--- config.mk ---
export PLATFORM = sky130hd
export DESIGN_NAME = lvds_fpdlink_tx
export DESIGN_NICKNAME = d
export VERILOG_FILES = /design/src/rtl/lvds_fpdlink_tx.sv
export SDC_FILE = /design/constraint.sdc
export NUM_CORES = 1
export LEC_CHECK = 0
export CORE_MARGIN = 2
export CORE_UTILIZATION = 58
export DETAILED_ROUTE_END_ITERATION = 8
export GPL_TIMING_DRIVEN = 0
export PLACE_DENSITY_LB_ADDON = 0.15
export SETUP_SLACK_MARGIN = 0.1
export SKIP_CTS_REPAIR_TIMING = 1
export SLEW_MARGIN = 40
export SYNTH_ARGS = -nofsm -noshare
export SYNTH_HDL_FRONTEND = slang
export SYNTH_SLANG_ARGS = --single-unit
--- constraint.sdc ---
create_clock -name clk_in -period 3.9 [get_ports clk_in]
set_input_delay 0.78 -clock clk_in [delete_from_list [all_inputs] [get_ports clk_in]]
set_output_delay 0.78 -clock clk_in [all_outputs]
set_load 0.02 [all_outputs]
--- src/rtl/lvds_fpdlink_tx.sv ---
// FPD-Link 7:1 LVDS panel transmitter: video timing generator, pixel request handshake and
// VESA/JEIDA serialisation, clocked at the 7x bit rate.
module lvds_fpdlink_tx #(
  parameter int unsigned LANES     = 4,
  parameter bit          MAP_JEIDA = 1'b0,
  parameter int unsigned H_ACTIVE  = 1280,
  parameter int unsigned H_FRONT   = 48,
  parameter int unsigned H_SYNC    = 32,
  parameter int unsigned H_BACK    = 80,
  parameter int unsigned V_ACTIVE  = 800,
  parameter int unsigned V_FRONT   = 3,
  parameter int unsigned V_SYNC    = 6,
  parameter int unsigned V_BACK    = 14,
  parameter bit          HS_POL    = 1'b0,
  parameter bit          VS_POL    = 1'b0,
  parameter int unsigned HW        = 12,
  parameter int unsigned VW        = 11
) (
  input  logic          clk_in,
  input  logic          rst,
  input  logic          en,
  input  logic [7:0]    red,
  input  logic [7:0]    green,
  input  logic [7:0]    blue,
  output logic          pix_req,
  output logic [HW-1:0] pix_x,
  output logic [VW-1:0] pix_y,
  output logic          frame_start,
  output logic          tx_active,
  output logic          ck1_out,
  output logic [3:0]    rxin_out
);

  localparam int unsigned H_TOTAL = H_ACTIVE + H_FRONT + H_SYNC + H_BACK;
  localparam int unsigned V_TOTAL = V_ACTIVE + V_FRONT + V_SYNC + V_BACK;

  localparam logic [HW-1:0] HActive = HW'(H_ACTIVE);
  localparam logic [HW-1:0] HsStart = HW'(H_ACTIVE + H_FRONT);
  localparam logic [HW-1:0] HsEnd   = HW'(H_ACTIVE + H_FRONT + H_SYNC);
  localparam logic [HW-1:0] HLast   = HW'(H_TOTAL - 1);
  localparam logic [VW-1:0] VActive = VW'(V_ACTIVE);
  localparam logic [VW-1:0] VsStart = VW'(V_ACTIVE + V_FRONT);
  localparam logic [VW-1:0] VsEnd   = VW'(V_ACTIVE + V_FRONT + V_SYNC);
  localparam logic [VW-1:0] VLast   = VW'(V_TOTAL - 1);

  // Bit index = slot number; slot 0 goes out first.
  localparam logic [6:0] CkPattern = 7'b1100011;
  localparam logic [3:0][6:0] BlankSym = {7'b0, {4'b0, !HS_POL, !VS_POL, 1'b0}, 7'b0, 7'b0};
  localparam bit UseJeida = MAP_JEIDA || (LANES == 3);

  logic [2:0]       slot_q;
  logic [HW-1:0]    h_q;
  logic [VW-1:0]    v_q;
  logic             en_q;
  logic [3:0][6:0]  sh_q;
  logic             ck_q;
  logic [3:0]       rx_q;

  logic             load, at_origin, frame_en, de, hs_on, vs_on, hs_bit, vs_bit;
  logic [7:0]       r_g, g_g, b_g, r_m, g_m, b_m;
  logic [3:0][6:0]  sym;

  assign load      = (slot_q == 3'd6);
  assign at_origin = (h_q == '0) && (v_q == '0);
  // The (0,0) symbol already belongs to the frame whose enable is being latched right now.
  assign frame_en  = at_origin ? en : en_q;
  assign de        = frame_en && (h_q < HActive) && (v_q < VActive);
  assign hs_on     = frame_en && (h_q >= HsStart) && (h_q < HsEnd);
  assign vs_on     = frame_en && (v_q >= VsStart) && (v_q < VsEnd);
  assign hs_bit    = hs_on ? HS_POL : !HS_POL;
  assign vs_bit    = vs_on ? VS_POL : !VS_POL;

  always_comb begin
    r_g = de ? red   : 8'h00;
    g_g = de ? green : 8'h00;
    b_g = de ? blue  : 8'h00;
    // JEIDA is the VESA layout fed with colours rotated so the 6 MSBs land on lanes 0-2.
    if (UseJeida) begin
      r_m = {r_g[1:0], r_g[7:2]};
      g_m = {g_g[1:0], g_g[7:2]};
      b_m = {b_g[1:0], b_g[7:2]};
    end else begin
      r_m = r_g;
      g_m = g_g;
      b_m = b_g;
    end
    sym[0] = {r_m[0], r_m[1], r_m[2], r_m[3], r_m[4], r_m[5], g_m[0]};
    sym[1] = {g_m[1], g_m[2], g_m[3], g_m[4], g_m[5], b_m[0], b_m[1]};
    sym[2] = {b_m[2], b_m[3], b_m[4], b_m[5], hs_bit, vs_bit, de};
    sym[3] = (LANES == 4) ? {r_m[6], r_m[7], g_m[6], g_m[7], b_m[6], b_m[7], 1'b0} : 7'b0;
  end

  always_ff @(posedge clk_in) begin
    if (rst) begin
      slot_q <= '0;
      h_q    <= '0;
      v_q    <= '0;
      en_q   <= 1'b0;
      sh_q   <= BlankSym;
      ck_q   <= 1'b0;
      rx_q   <= '0;
    end else begin
      ck_q <= CkPattern[slot_q];
      for (int l = 0; l < 4; l++) begin
        rx_q[l] <= sh_q[l][slot_q];
      end
      if (load) begin
        slot_q <= '0;
        sh_q   <= sym;
        if (at_origin) begin
          en_q <= en;
        end
        if (h_q == HLast) begin
          h_q <= '0;
          v_q <= (v_q == VLast) ? '0 : v_q + 1'b1;
        end else begin
          h_q <= h_q + 1'b1;
        end
      end else begin
        slot_q <= slot_q + 3'd1;
      end
    end
  end

  assign pix_req     = load && de;
  assign frame_start = load && de && at_origin;
  assign pix_x       = h_q;
  assign pix_y       = v_q;
  assign tx_active   = en_q;
  assign ck1_out     = ck_q;
  assign rxin_out    = rx_q;

endmodule

==> impl_metrics.env <==
export IMPL_row_count=28
export IMPL_htree_levels=3
export IMPL_synth_edf_count=0
export IMPL_dieArea_mm2=0.00673
export IMPL_power_density_mw_per_mm2=313
export IMPL_max_cap_violations=0
export IMPL_nets=509
export IMPL_synth_simple_area_share_pct=31.8
export IMPL_ys_seq_area_share_pct=33.5
export IMPL_cts_tree="built"
export IMPL_hold_path_end="sh_q[26]"
export IMPL_clkTransAtPathRegs_ps=70
export IMPL_port_buffers=55
export IMPL_drtIter0Drc=567
export IMPL_worst_setup_path_end_kind="primary output"
export IMPL_ys_ff_latch=59
export IMPL_synth_area_mux_share_pct=3.33
export IMPL_antenna_found_initial=0
export IMPL_r2r_slack_ps=1320
export IMPL_synth_distinct_cells=58
export IMPL_grt_pass1_vias=3138
export IMPL_setup_ws_ps=270
export IMPL_cp_arrival_ps=2850
export IMPL_synth_xor_area_share_pct=2.73
export IMPL_synth_avg_cell_area_um2=8.65
export IMPL_relSlewSlack_pct=51.6
export IMPL_synth_area_leaders="dfxtp_1 (33%), nor4_1 (6.0%), a221o_1 (5.7%), clkbuf_8 (5.5%), nand2_1 (5.3%)"
export IMPL_drive_gt1_share_pct=12.1
export IMPL_fill_cells=444
export IMPL_tightest_slew_ps=722
export IMPL_clock_fmax_ghz=0.275
export IMPL_critical_path_class="reg2out"
export IMPL_cts_sink_count=59
export IMPL_min_path_cells=1
export IMPL_yosys_area_top_type="dfxtp_1"
export IMPL_grt_ovfl_total=0
export IMPL_clockBufferDepth=2
export IMPL_core_area_mm2=0.00589
export IMPL_gp_congestion=0.871
export IMPL_power_leakage_nw=1.56
export IMPL_synth_area_mm2=0.00353
export IMPL_reg2reg_from="slot_q[0]"
export IMPL_min_path_type="reg2reg"
export IMPL_wl_per_cell_um=17.7
export IMPL_status="finished, final reports clean"
export IMPL_synth_top_family_by_area="simple AND/OR/NAND/NOR gates"
export IMPL_ff2ff_path_depth=9
export IMPL_die_x_um=82.0
export IMPL_insertion_delay_ps=340
export IMPL_worst_path_max_delay_cell="dfxtp_1"
export IMPL_slowest_delay_ps=400
export IMPL_drc_errors=0
export IMPL_mostFrequentLayoutCells="dfxtp_1 (59), clkdlybuf4s50_1 (53), nand2_1 (50)"
export IMPL_root_buffer="clkbuf_8"
export IMPL_drt_wl_total_um=9800
export IMPL_fin_crit_ps=3630
export IMPL_start_kind="flip-flop"
export IMPL_grt_pass1_wl_um=15400
export IMPL_track_usage_pct=30.1
export IMPL_synth_compound_area_share_pct=15.6
export IMPL_fp_dieH_um=82.0
export IMPL_io_pins=58
export IMPL_rsz0062_at_grt="false"
export IMPL_cts_made_buffers=9
export IMPL_final_core_util_pct=75.1
export IMPL_skew_ps=8.49
export IMPL_syn_nets=443
export IMPL_postSynthCellCount=408
export IMPL_crit_required_ps=3120
export IMPL_drtAntennaViolNets=0
export IMPL_grt_max_degree=11
export IMPL_synthAdderAreaFrac_pct=2.83
export IMPL_synthArstFlopShare_pct=0
export IMPL_n_antenna_cell=0
export IMPL_synthFlopType="dfxtp_1"
export IMPL_vias=3626
export IMPL_vdd_drop_max_mv=0.243
export IMPL_dr_pass1_iters=6
export IMPL_place_hpwl_um=6870
export IMPL_slew_viol_final=0
export IMPL_path_cells="clkbuf_2 -> inv_1 -> ha_1 -> and2_1 -> buf_2 -> o2111ai_4 -> clkbuf_8 -> nor4_1 -> dlymetal6s2s_1"
export IMPL_ys_warn_count=0
export IMPL_critPathMaxFanout=10
export IMPL_synth_top_area_share_pct=33.5
export IMPL_area_delta_synth_final_pct=25.2
export IMPL_min_from="sh_q[26]"
export IMPL_pre_cts_slack_ps=58.9
export IMPL_final_common_cell="dfxtp_1"
export IMPL_setup_viol=0
export IMPL_reg2reg_to="pix_y[0]"
export IMPL_vias_per_cell=6.55
export IMPL_hold_viol_final=0
export IMPL_initial_core_util_pct=60.0
export IMPL_finalCritPeriodShare_pct=93.1
[cell usage after synthesis, types with 3 or more instances]
library cell / count
nor2_1: 22
a31oi_1: 9
mux2i_1: 5
nand3_1: 32
buf_6: 4
nor4_1: 34
mux4_2: 3
or2b_1: 4
clkbuf_8: 14
a221o_2: 5
nand4_1: 6
buf_2: 3
and4_1: 3
xnor2_1: 9
a21oi_1: 9
nand2_1: 50
o21ai_0: 5
clkbuf_1: 12
inv_1: 11
ha_1: 8
and3_1: 4
a221o_1: 20
dfxtp_1: 59
o2bb2ai_1: 3
a41oi_1: 6
nor3_1: 31
[logic make-up after synthesis]
logic type                 after synthesis
adders and majority gates                8
buffers and inverters                   48
AOI/OAI and AO/OA                       67
and+or+nand+nor                        207
DFF                                     59
xor gates and xnor gates                11
muxes                                    8
[worst max-delay path: cells and delay by family (launching register included)]
| kind | cells | cell delay (ps) |
|---|---|---|
| adders and majority gates | 1 | 190 |
| AOI/OAI and AO/OA | 1 | 250 |
| buffers and inverters | 5 | 1160 |
| and+or+nand+nor | 2 | 500 |
| DFF | 1 | 400 |
[state kept, by name (all words and copies together) (netlist names)]
name,count
tx_active,1
pix_y,11
rxin_out,4
ck1_out,1
pix_x,12
sh_q,27
slot_q,3
[worst max-delay path by stage]
stage,start,end,slack [ps],cells past startpoint
floorplan,slot_q[0],frame_start,800,8
global placement,slot_q[0],frame_start,90,9
detailed placement,slot_q[0],frame_start,60,9
CTS,slot_q[0],frame_start,-300,9
global route,slot_q[0],frame_start,160,9
finish,slot_q[0],frame_start,270,9
[per-layer routing]
metal	part of all wire [%]	vias to the layer above	GRT usage [%]
met1	44	1712	43.7
li1	-	1677	-
met2	45	205	45.0
met3	7.9	32	3.96
met5	0	-	0
met4	2.3	0	11.8
[power breakdown]
part           total (W)  internal [W]  switching [W]
Combinational   0.000130     0.0000591      0.0000709
Sequential      0.000616      0.000609     0.00000669
Clock           0.000638      0.000394       0.000244
[final cells by class]
type                    count  area [um^2]  area share, %
multi-input cells         301         2000           45.2
flip-flops and latches     59         1180           26.7
repair buffers             55          556           12.6
plain buffers              37          324           7.33
clock buffers              12          155           3.51
well taps                  75         93.8           2.12
clock inverters             4         72.6           1.64
inverters                  11         41.3          0.934
[per-stage QoR]
step           power, W  instances  area [um^2]  hold slack [ps]  setup TNS (ps)
2_1_floorplan  0.000700        408         3530              448               0
3_3_place_gp   0.000753        538         4180              468               0
3_5_place_dp   0.000755        538         4180              476               0
4_1_cts         0.00138        554         4400              492            -369
5_1_grt         0.00142        554         4420              506               0
6_report        0.00138        554         4420              492               0
Power figures use the tool's default switching activity.
==> variant (same settings) <==
Reset style: asynchronous (`rst`), changed in one clocked block.
--- a/src/rtl/lvds_fpdlink_tx.sv
+++ b/src/rtl/lvds_fpdlink_tx.sv
@@ -90,7 +90,7 @@
     sym[3] = (LANES == 4) ? {r_m[6], r_m[7], g_m[6], g_m[7], b_m[6], b_m[7], 1'b0} : 7'b0;
   end
 
-  always_ff @(posedge clk_in) begin
+  always_ff @(posedge clk_in or posedge rst) begin
     if (rst) begin
       slot_q <= '0;
       h_q    <= '0;
Check against the original RTL: differs if rst is asserted again (counterexample within 4 cycles, from zero or initial values and one cycle with rst high); with rst held inactive, the same outputs for 10 cycles.
==> variant against the unedited design <==
  * Non-clock buffer count grew 9
  * Sequential cell count unchanged
  * Clock power fell by 5.3%
  * Area after synthesis up 0.53%
  * Cell area rose by 1.5%
  * Register-to-register slack lost 0.21 ns
  * Routed wire length is 5.3% higher
  * Setup slack worse by 0.072 ns
  * Synthesized cell count down 1.2%
  * Power is 4.1% lower
  * Hold slack better by 0.00097 ns
==> variant: results (changes against the unedited design) <==
- Number of placed instances with taps included: 536 (was 538)
* Number of buffers added on ports: 57 (was 55)
* Wire length of the first global-routing pass: 16.3 mm (was 15.4 mm)
- Internal Power: 0.00103 W (was 0.00106 W)
- The number of nets in the layout came to 505 (was 509).
- The worst setup margin came to 0.198 ns (was 0.270 ns).
* Fraction of met3 tracks used by global routing: 6.30% (was 3.96%)
* XOR/XNOR share of the synthesized area: 2.96% (was 2.73%)
- The peak ir drop on the vdd network is 0.000226 V (was 0.000243 V).
* Met2 WL: 4.83 mm (was 4.45 mm)
* Startpoint of the most critical hold path: sh_q[23] (was sh_q[26])
* Total GRT Usage: 31.9% (was 30.1%)
* End point of the critical path: pix_req (was frame_start)
- The multiplexer area fraction after synthesis was 4.48% (was 3.33%).
- Run status: complete, no violations (unchanged).
- Net count after synthesis: 435 (was 443)
- Detail Placement HPWL: 7.29 mm (was 6.87 mm)
* Average routed wire per standard cell: 18.7 um (was 17.7 um)
* Hold endpoint: sh_q[23] (was sh_q[26])
- The post-synthesis compound-gate area fraction was 11.3% (was 15.6%).
- The via count of the first global-routing pass came to 3352 (was 3138).
* Clock network fraction of design power: 45.5% (was 46.1%)
* Stage delay of the slowest cell on the critical path: 0.63 ns (was 0.40 ns)
- Leakage power total: 1.85 nW (was 1.56 nW)
- The fraction of final layout cells with drive strength greater than 1 is 8.18% (was 12.1%).
- The worst reg-to-reg path cell count was 7 (was 9).
- The post-placement setup slack came to 0.0517 ns (was 0.0589 ns).
- The largest net degree at the start of global routing came to 38 (was 11).
* First DRT Iteration DRCs: 458 (was 567)
* Standard cell area after detailed placement: 0.00424 sq mm (was 0.00418 sq mm)
- Final GP Congestion: 0.882 (was 0.871)
- The worst hold-check slack is 0.493 ns (was 0.492 ns).
- Overall via count from detail_route: 3674 (was 3626)
- Global Route met1 Usage: 45.0% (was 43.7%)
- Synth cell count leaders: sky130_fd_sc_hd__dfrtp_1, sky130_fd_sc_hd__nand4_1, sky130_fd_sc_hd__nand2_1 (was sky130_fd_sc_hd__dfxtp_1, sky130_fd_sc_hd__nand2_1, sky130_fd_sc_hd__nor4_1)
- The top cell family by delay on the critical path is simple AND/OR/NAND/NOR gates (was buffers and inverters).
- The beginning of the worst register-to-register path is pix_x[0] (was slot_q[0]).
- Share of async-settable or async-resettable flops after synthesis: 100% (was 0%)
- Worst EP arrival: 2.92 ns (was 2.85 ns)
* Measured slew at the worst slew-check pin: 0.717 ns (was 0.722 ns)
- Cell types occupying the most area after synthesis: sky130_fd_sc_hd__dfrtp_1, sky130_fd_sc_hd__nand4_1, sky130_fd_sc_hd__o211ai_1 (was sky130_fd_sc_hd__dfxtp_1, sky130_fd_sc_hd__nor4_1, sky130_fd_sc_hd__a221o_1).
- The endpoint of the worst-slack reg-to-reg timing path is sh_q[9] (was pix_y[0]).
==> variant: cell types whose count changed after synthesis, moves of 23 or more <==
| cell | unedited run | this run |
|---|---|---|
| sky130_fd_sc_hd__dfrtp_1 | 0 | 57 |
| sky130_fd_sc_hd__nand4_1 | 6 | 54 |
| sky130_fd_sc_hd__nor3_1 | 31 | 7 |
| sky130_fd_sc_hd__dfxtp_1 | 59 | 0 |
| sky130_fd_sc_hd__nor4_1 | 34 | 8 |
| sky130_fd_sc_hd__and3_1 | 4 | 27 |
| sky130_fd_sc_hd__o211ai_1 | 1 | 25 |
==> variant: cell type report <==
cell class / instances / area (sq um) / area share, %
timing repair buffer: 59 / 601 / 13.4
sequential: 59 / 1480 / 33.0
tap: 75 / 93.8 / 2.09
buffer: 42 / 180 / 4.02
multi-input combinational: 286 / 1860 / 41.4
clock buffer: 14 / 183 / 4.07
inverter: 16 / 62.6 / 1.39
clock inverter: 1 / 30.0 / 0.669
